## config.mk

```make
export PLATFORM = sky130hd
export DESIGN_NAME = wr_pack_fifo_feeder_flat
export DESIGN_NICKNAME = d
export VERILOG_FILES = /design/src/rtl/wr_pack_fifo_feeder_pkg.sv /design/src/rtl/wr_pack_fifo_feeder_if.sv /design/src/rtl/wr_pack_out_reg.sv /design/src/rtl/wr_pack_fifo_feeder.sv /design/src/flat_wrapper.sv
export SDC_FILE = /design/constraint.sdc
export NUM_CORES = 1
export LEC_CHECK = 0
export BUFFER_PORTS_ARGS = -buffer_cell sky130_fd_sc_hd__buf_2
export CAP_MARGIN = 20
export CORE_ASPECT_RATIO = 1.2
export CORE_MARGIN = 2
export CORE_UTILIZATION = 40
export DETAILED_ROUTE_END_ITERATION = 12
export GPL_ROUTABILITY_DRIVEN = 0
export GPL_TIMING_DRIVEN = 0
export HOLD_SLACK_MARGIN = 0.1
export PLACE_DENSITY = 0.59
export SYNTH_ARGS = -nofsm -noshare
export SYNTH_HDL_FRONTEND = slang
export SYNTH_SLANG_ARGS = --single-unit
export TNS_END_PERCENT = 30
```

## constraint.sdc

```tcl
create_clock -name clk -period 3.9 [get_ports clk]
set_clock_uncertainty 0.15 [all_clocks]
set_input_delay 0.39 -clock clk [delete_from_list [all_inputs] [get_ports clk]]
set_output_delay 0.39 -clock clk [all_outputs]
set_load 0.02 [all_outputs]
```

## src/rtl/wr_pack_fifo_feeder_pkg.sv

```systemverilog
// Shared constants and helpers for the 16-to-128 write-side packer.
// Latency: n/a (package only).
// Backpressure: n/a (package only).
package wr_pack_fifo_feeder_pkg;

    localparam int unsigned DEF_IN_WIDTH  = 16;
    localparam int unsigned DEF_OUT_WIDTH = 128;
    localparam int unsigned DEF_CNT_WIDTH = 16;
    localparam logic [15:0] DEF_PAD_VALUE = 16'h0000;

    // Samples per packed word.
    function automatic int unsigned pack_ratio(input int unsigned out_w, input int unsigned in_w);
        return out_w / in_w;
    endfunction

    // Lane index width; kept at least one bit so a degenerate ratio still elaborates.
    function automatic int unsigned lane_width(input int unsigned ratio);
        return (ratio > 1) ? $clog2(ratio) : 1;
    endfunction

endpackage

```

## src/rtl/wr_pack_fifo_feeder_if.sv

```systemverilog
// Sample-in / packed-word-out bundle between a sample source, the packer and a wide FIFO.
// Latency: n/a (wires only).
// Backpressure: in_ready from the packer, fifo_full from the FIFO write side.
interface wr_pack_fifo_feeder_if
    import wr_pack_fifo_feeder_pkg::*;
#(
    parameter int unsigned IN_WIDTH  = DEF_IN_WIDTH,
    parameter int unsigned OUT_WIDTH = DEF_OUT_WIDTH,
    parameter int unsigned CNT_WIDTH = DEF_CNT_WIDTH
);
    logic                 in_valid;
    logic                 in_ready;
    logic [IN_WIDTH-1:0]  in_data;
    logic                 in_last;
    logic                 fifo_wr_en;
    logic [OUT_WIDTH-1:0] fifo_wr_data;
    logic                 fifo_full;
    logic [CNT_WIDTH-1:0] word_cnt;
    logic                 frame_done;

    // master: sample source plus FIFO status; slave: the packer itself.
    modport master (
        output in_valid, in_data, in_last, fifo_full,
        input  in_ready, fifo_wr_en, fifo_wr_data, word_cnt, frame_done
    );
    modport slave (
        input  in_valid, in_data, in_last, fifo_full,
        output in_ready, fifo_wr_en, fifo_wr_data, word_cnt, frame_done
    );
endinterface

```

## src/rtl/wr_pack_out_reg.sv

```systemverilog
// One-entry holding register for a packed word plus its frame-last flag.
// Latency: word visible on wr_dat_o the cycle after load; written the same cycle if not full.
// Backpressure: holds while fifo_full_i; in_rdy_o low only when full and occupied.
// Ports: clk/rst_n; load_*_i new word; fifo_full_i; in_rdy_o, wr_en_o, wr_dat_o, wr_last_o.
module wr_pack_out_reg #(
    parameter int unsigned WIDTH = 128
) (
    input  logic             clk,
    input  logic             rst_n,
    input  logic             load_vld_i,
    input  logic [WIDTH-1:0] load_dat_i,
    input  logic             load_last_i,
    input  logic             fifo_full_i,
    output logic             in_rdy_o,
    output logic             wr_en_o,
    output logic [WIDTH-1:0] wr_dat_o,
    output logic             wr_last_o
);
    logic             vld_q, vld_d;
    logic             last_q;
    logic [WIDTH-1:0] dat_q;

    // Gating with rst_n keeps a held word from escaping during the reset cycle.
    assign wr_en_o   = vld_q && !fifo_full_i && rst_n;
    assign in_rdy_o  = !vld_q || !fifo_full_i;
    assign wr_dat_o  = dat_q;
    assign wr_last_o = last_q;

    // A load only happens when in_rdy_o is high, so it never overwrites an unwritten word;
    // load wins over drain so back-to-back words keep the register full.
    always_comb begin
        vld_d = vld_q;
        if (load_vld_i) begin
            vld_d = 1'b1;
        end else if (wr_en_o) begin
            vld_d = 1'b0;
        end
    end

    always_ff @(posedge clk) begin
        if (!rst_n) begin
            vld_q  <= 1'b0;
            last_q <= 1'b0;
            dat_q  <= '0;
        end else begin
            vld_q <= vld_d;
            if (load_vld_i) begin
                dat_q  <= load_dat_i;
                last_q <= load_last_i;
            end
        end
    end
endmodule

```

## src/rtl/wr_pack_fifo_feeder.sv

```systemverilog
// Packs RATIO narrow samples (lane 0 = first) into one wide word and writes it to a FIFO.
// Latency: word written the cycle after its completing sample is accepted (if FIFO not full).
// Backpressure: in_ready drops only while a completed word is held against fifo_full.
// Ports: clk, rst_n (sync, active low); bus = sample in, FIFO write out, word_cnt, frame_done.
module wr_pack_fifo_feeder
    import wr_pack_fifo_feeder_pkg::*;
#(
    parameter int unsigned         IN_WIDTH  = DEF_IN_WIDTH,
    parameter int unsigned         OUT_WIDTH = DEF_OUT_WIDTH,
    parameter logic [IN_WIDTH-1:0] PAD_VALUE = IN_WIDTH'(DEF_PAD_VALUE),
    parameter int unsigned         CNT_WIDTH = DEF_CNT_WIDTH
) (
    input logic                   clk,
    input logic                   rst_n,
    wr_pack_fifo_feeder_if.slave  bus
);
    localparam int unsigned          RATIO     = pack_ratio(OUT_WIDTH, IN_WIDTH);
    localparam int unsigned          LANE_W    = lane_width(RATIO);
    localparam logic [LANE_W-1:0]    LAST_LANE = LANE_W'(RATIO - 1);
    localparam logic [OUT_WIDTH-1:0] PAD_WORD  = {RATIO{PAD_VALUE}};

    logic [LANE_W-1:0]    lane_q, lane_d;
    logic [OUT_WIDTH-1:0] acc_q, acc_d;
    logic [OUT_WIDTH-1:0] word_ins;
    logic [CNT_WIDTH-1:0] cnt_q, cnt_d;
    logic                 done_q, done_d;
    logic                 in_rdy, accept, complete;
    logic                 wr_en, wr_last;

    assign accept   = bus.in_valid && in_rdy;
    assign complete = accept && ((lane_q == LAST_LANE) || bus.in_last);

    // Accumulator with the incoming sample dropped into the current lane; lanes not yet
    // written still hold PAD_VALUE, so a short (flushed) word is already padded.
    always_comb begin
        word_ins = acc_q;
        for (int k = 0; k < RATIO; k++) begin
            if (lane_q == LANE_W'(k)) begin
                word_ins[k*IN_WIDTH +: IN_WIDTH] = bus.in_data;
            end
        end
    end

    always_comb begin
        lane_d = lane_q;
        acc_d  = acc_q;
        if (complete) begin
            lane_d = '0;
            acc_d  = PAD_WORD;
        end else if (accept) begin
            lane_d = lane_q + LANE_W'(1);
            acc_d  = word_ins;
        end
    end

    // The last word of a frame clears the count rather than bumping it.
    always_comb begin
        cnt_d  = cnt_q;
        done_d = wr_en && wr_last;
        if (wr_en) begin
            if (wr_last) begin
                cnt_d = '0;
            end else if (cnt_q != '1) begin
                cnt_d = cnt_q + CNT_WIDTH'(1);
            end
        end
    end

    always_ff @(posedge clk) begin
        if (!rst_n) begin
            lane_q <= '0;
            acc_q  <= PAD_WORD;
            cnt_q  <= '0;
            done_q <= 1'b0;
        end else begin
            lane_q <= lane_d;
            acc_q  <= acc_d;
            cnt_q  <= cnt_d;
            done_q <= done_d;
        end
    end

    wr_pack_out_reg #(
        .WIDTH (OUT_WIDTH)
    ) u_out_reg (
        .clk         (clk),
        .rst_n       (rst_n),
        .load_vld_i  (complete),
        .load_dat_i  (word_ins),
        .load_last_i (bus.in_last),
        .fifo_full_i (bus.fifo_full),
        .in_rdy_o    (in_rdy),
        .wr_en_o     (wr_en),
        .wr_dat_o    (bus.fifo_wr_data),
        .wr_last_o   (wr_last)
    );

    assign bus.in_ready   = in_rdy;
    assign bus.fifo_wr_en = wr_en;
    assign bus.word_cnt   = cnt_q;
    assign bus.frame_done = done_q;
endmodule
```

## src/flat_wrapper.sv

```systemverilog
// flat-port wrapper written by rule: the top's interface ports become plain ports
module wr_pack_fifo_feeder_flat import wr_pack_fifo_feeder_pkg::*;
#(
    parameter int unsigned         IN_WIDTH  = DEF_IN_WIDTH,
    parameter int unsigned         OUT_WIDTH = DEF_OUT_WIDTH,
    parameter logic [IN_WIDTH-1:0] PAD_VALUE = IN_WIDTH'(DEF_PAD_VALUE),
    parameter int unsigned         CNT_WIDTH = DEF_CNT_WIDTH
)
  (clk, rst_n, bus_in_valid, bus_in_data, bus_in_last, bus_fifo_full, bus_in_ready, bus_fifo_wr_en, bus_fifo_wr_data, bus_word_cnt, bus_frame_done);
  wr_pack_fifo_feeder_if #(.IN_WIDTH(IN_WIDTH), .OUT_WIDTH(OUT_WIDTH), .CNT_WIDTH(CNT_WIDTH)) bus_i ();
  input logic clk;
  input logic rst_n;
  input wire logic [$bits(bus_i.in_valid)-1:0] bus_in_valid;
  input wire logic [$bits(bus_i.in_data)-1:0] bus_in_data;
  input wire logic [$bits(bus_i.in_last)-1:0] bus_in_last;
  input wire logic [$bits(bus_i.fifo_full)-1:0] bus_fifo_full;
  output wire logic [$bits(bus_i.in_ready)-1:0] bus_in_ready;
  output wire logic [$bits(bus_i.fifo_wr_en)-1:0] bus_fifo_wr_en;
  output wire logic [$bits(bus_i.fifo_wr_data)-1:0] bus_fifo_wr_data;
  output wire logic [$bits(bus_i.word_cnt)-1:0] bus_word_cnt;
  output wire logic [$bits(bus_i.frame_done)-1:0] bus_frame_done;
  assign bus_i.in_valid = bus_in_valid;
  assign bus_i.in_data = bus_in_data;
  assign bus_i.in_last = bus_in_last;
  assign bus_i.fifo_full = bus_fifo_full;
  assign bus_in_ready = bus_i.in_ready;
  assign bus_fifo_wr_en = bus_i.fifo_wr_en;
  assign bus_fifo_wr_data = bus_i.fifo_wr_data;
  assign bus_word_cnt = bus_i.word_cnt;
  assign bus_frame_done = bus_i.frame_done;
  wr_pack_fifo_feeder #(.IN_WIDTH(IN_WIDTH), .OUT_WIDTH(OUT_WIDTH), .PAD_VALUE(PAD_VALUE), .CNT_WIDTH(CNT_WIDTH)) u_core (.clk(clk), .rst_n(rst_n), .bus(bus_i));
endmodule
```

==> impl_metrics.py <==
metrics = {
    "run_status": {
        "status": "finished, final reports clean",
    },
    "worst_setup_path": {
        "crit_type": "flip-flop to flip-flop",
        "rrSetupSlack_ns": 0.89,
        "critPathLaunchType": "flip-flop",
        "critPathArrivalTime_ns": 3.26,
        "crit_required_ns": 4.15,
        "crit_fanout": 10,
        "rr_worst_depth": 8,
        "r2r-start": "u_core.lane_q[0]",
        "critPathCaptureType": "flip-flop",
        "rr_endpoint": "u_core.acc_q[67]",
    },
    "clock_tree": {
        "cts.path.max_buffers": 3,
        "clockRootBuffer": "clkbuf_16",
        "clkLatencyLatePin_ns": 0.56,
        "h-tree-depth": 1,
        "path_clk_slew_ns": 0.06,
        "cts_made_buffers": 29,
        "clock-sinks": 278,
        "cts_tree": "built",
        "cts_resized": 0,
    },
    "route": {
        "drt_iter0_drc": 532,
        "routed_wl_microns": 32700,
        "vias_per_cell": 5.26,
        "ant_nets": 0,
        "wire_per_inst_microns": 19.0,
        "vias": 9027,
        "dr.pass1.iters": 6,
        "drc": 0,
    },
    "min_path": {
        "worstHoldPathType": "input pin to flip-flop",
        "hold_depth": 3,
        "hp-start": "bus_in_data[8]",
        "hold_path_end": "u_core.u_out_reg.wr_dat_o[88]",
    },
    "logic_synthesis": {
        "synth_edf_count": 0,
        "yosysSeqAreaShare": 0.513,
        "ys_ff_latch": 278,
        "synth_area_sq_um": 10900,
        "synth_area_per_cell_sq_um": 9.41,
        "syn-num-nets": 1182,
        "yosysWarnings": 0,
        "ys_types": 43,
        "synth_cells": 1154,
        "synth_flop_cell": "dfxtp_1",
        "synthArstFlopShare": 0,
    },
    "finish": {
        "final.fill_count": 2626,
        "area.growth.synth_to_final_pct": 20.5,
        "drive_gt1_frac": 0.180,
        "n_antenna_cell": 0,
        "final_nets": 1383,
    },
    "sta": {
        "finalSetupTns_ns": 0,
        "grt_setup_unrepaired": "no",
        "fmax_mhz": 332,
        "hold_viol": 0,
        "slew_headroom": 0.413,
        "setup_violations": 0,
        "worst_pin_slew_ns": 0.880,
        "timing.final.max_slew_violations": 0,
        "fin_crit_ns": 3.01,
        "finalCritPeriodShare": 0.773,
        "fin_ws_ns": 0.887,
    },
    "global_route": {
        "grt_usage": 0.226,
        "grt_pass1_vias": 8634,
        "grt_first_pass_wirelength_microns": 49900,
        "antenna_found_initial": 0,
        "grt_max_degree": 15,
        "grt_remaining_overflow": 0,
    },
    "place": {
        "hpwl_microns": 22600,
        "port_buffers": 167,
        "place_ws_ns": 0.960,
    },
    "power": {
        "leakage_nw": 5.17,
        "powerDensity_nw_per_um2": 462,
        "vdd_drop_max_mv": 0.262,
    },
    "floorplanning": {
        "start_util": 0.403,
        "placementRows": 66,
        "die_x_microns": 154,
        "die_area_sq_um": 28500,
        "die_height_microns": 184,
        "ios": 168,
        "fp.coreArea_sq_um": 26900,
    },
    "run": {
        "drv_cap": 0,
    },
}
## Yosys cell counts (all sizes together) (2+ instances only)
cell     count  share of area
a31oi        4         0.0023
a22o         4         0.0032
o2bb2ai    128           0.10
o21ai        4         0.0018
clkbuf      65          0.022
xnor2        3         0.0024
a21oi      134          0.062
nand2      280          0.097
or4          3         0.0021
and3         5         0.0029
a211oi       2         0.0014
buf         34          0.016
nand3b       4         0.0028
xor2         2         0.0016
dfxtp      278           0.51
nor2b        4         0.0023
ha           7         0.0081
nand4        3         0.0017
inv          9         0.0031
and4         3         0.0027
nor3         2        0.00092
nor2        21         0.0073
or3          3         0.0022
mux2i      132           0.12
a2bb2oi      4         0.0032
nand3        7         0.0044
and2         3         0.0018
## how the worst max path moves through the flow
stage	cells after the start	slack (ns)	start	end
CTS	8	0.93	u_core.lane_q[0]	u_core.acc_q[58]
floorplan	8	1.80	u_core.bus.word_cnt[0]	u_core.bus.word_cnt[2]
global route	8	0.81	u_core.lane_q[0]	u_core.acc_q[52]
detailed placement	8	0.96	u_core.lane_q[0]	u_core.acc_q[58]
finish	8	0.89	u_core.lane_q[0]	u_core.acc_q[67]
global placement	8	1.0	u_core.lane_q[0]	u_core.acc_q[67]
## power by group
part           switching [mW]  internal (mW)  total, mW
clock network            1.13           1.56       2.69
logic                   0.322          0.130      0.452
registers              0.0237           2.88       2.90
total                    1.48           4.57       6.05
## stage by stage
stage               std cells  hold WS (ns)  instance area, sq um   util  power (mW)
finish                   1717         0.122                 13100  0.486        6.05
floorplan                1154         0.286                 10900      -        3.24
CTS                      1717         0.109                 13100  0.486        6.10
detailed placement       1661         0.291                 12100  0.450        3.41
global placement         1661         0.290                 12100  0.450        3.41
global route             1717         0.124                 13100  0.486        6.26
## kinds of logic (layout without fill, tap and decap cells)
| logic type | Yosys count | after routing | synth area share |
|---|---|---|---|
| xor gates and xnor gates | 5 | 5 | 0.00403 |
| muxes | 132 | 132 | 0.122 |
| and+or+nand+nor | 341 | 341 | 0.131 |
| buffers and inverters | 108 | 331 | 0.0418 |
| DFF | 278 | 278 | 0.513 |
| adders and majority gates | 7 | 7 | 0.00807 |
| AOI/OAI and AO/OA | 283 | 283 | 0.181 |
## critical path, stage by stage, from the launching register on
cell	delay (ns)
dfxtp_1	0.40
ha_1	0.21
ha_1	0.17
buf_2	0.26
nor2_1	0.09
o21ai_1	0.40
clkbuf_1	0.60
clkbuf_1	0.51
a21oi_1	0.08
## cell type report
cell class,count,area [sq um],area share
plain buffers,99,420,0.0321
clock buffers,47,893,0.0683
clock inverters,6,37.5,0.00287
inverters,9,33.8,0.00258
multi-input cells,768,4840,0.370
flip-flops and latches,278,5570,0.426
well taps,340,425,0.0325
repair buffers,170,866,0.0662
## layer usage
metal  up-vias  wire, microns  global-route usage
li1       4442              -                   -
met1      4254          14300               0.297
met2       274          15500               0.385
met3        57           1940              0.0301
met4         0            841              0.0704
met5         -              0                   0
## cell usage in the layout (no fill, tap or decap), drive strengths merged
cell type and n:
nor2b 4, buf 201, inv 11, nand3b 4, ha 7, clkbuf 112
a22oi 1, nand4 3, o2bb2ai 128, a22o 4, xnor2 3, or3 3
dfxtp 278, o21ai 4, nor3 2, or4 3, a2bb2oi 4, nand2 280
and2 3, a21o 1, and4 3, or3b 1, a31oi 4, nor4 1
a21oi 134, clkinv 4, or4b 1, dlygate4sd3 3, nand3 7, a211oi 2
and3 5, nor2 21, o41ai 1, xor2 2, mux2i 132
## sequential cells by signal, indices dropped and copies added, names as in the netlist
signal and flops:
u_core.acc_q 128, u_core.bus.frame_done 1, u_core.bus.word_cnt 16, u_core.lane_q 3, u_core.u_out_reg.vld_q 1, u_core.u_out_reg.wr_dat_o 128
u_core.u_out_reg.wr_last_o 1
## what timing repair did
action | CTS | global route
buffers inserted | 0 | 0
hold buffers | 3 | 0
endpoints found under the hold margin | 5 | 0
(Power assumes the default switching activity.)
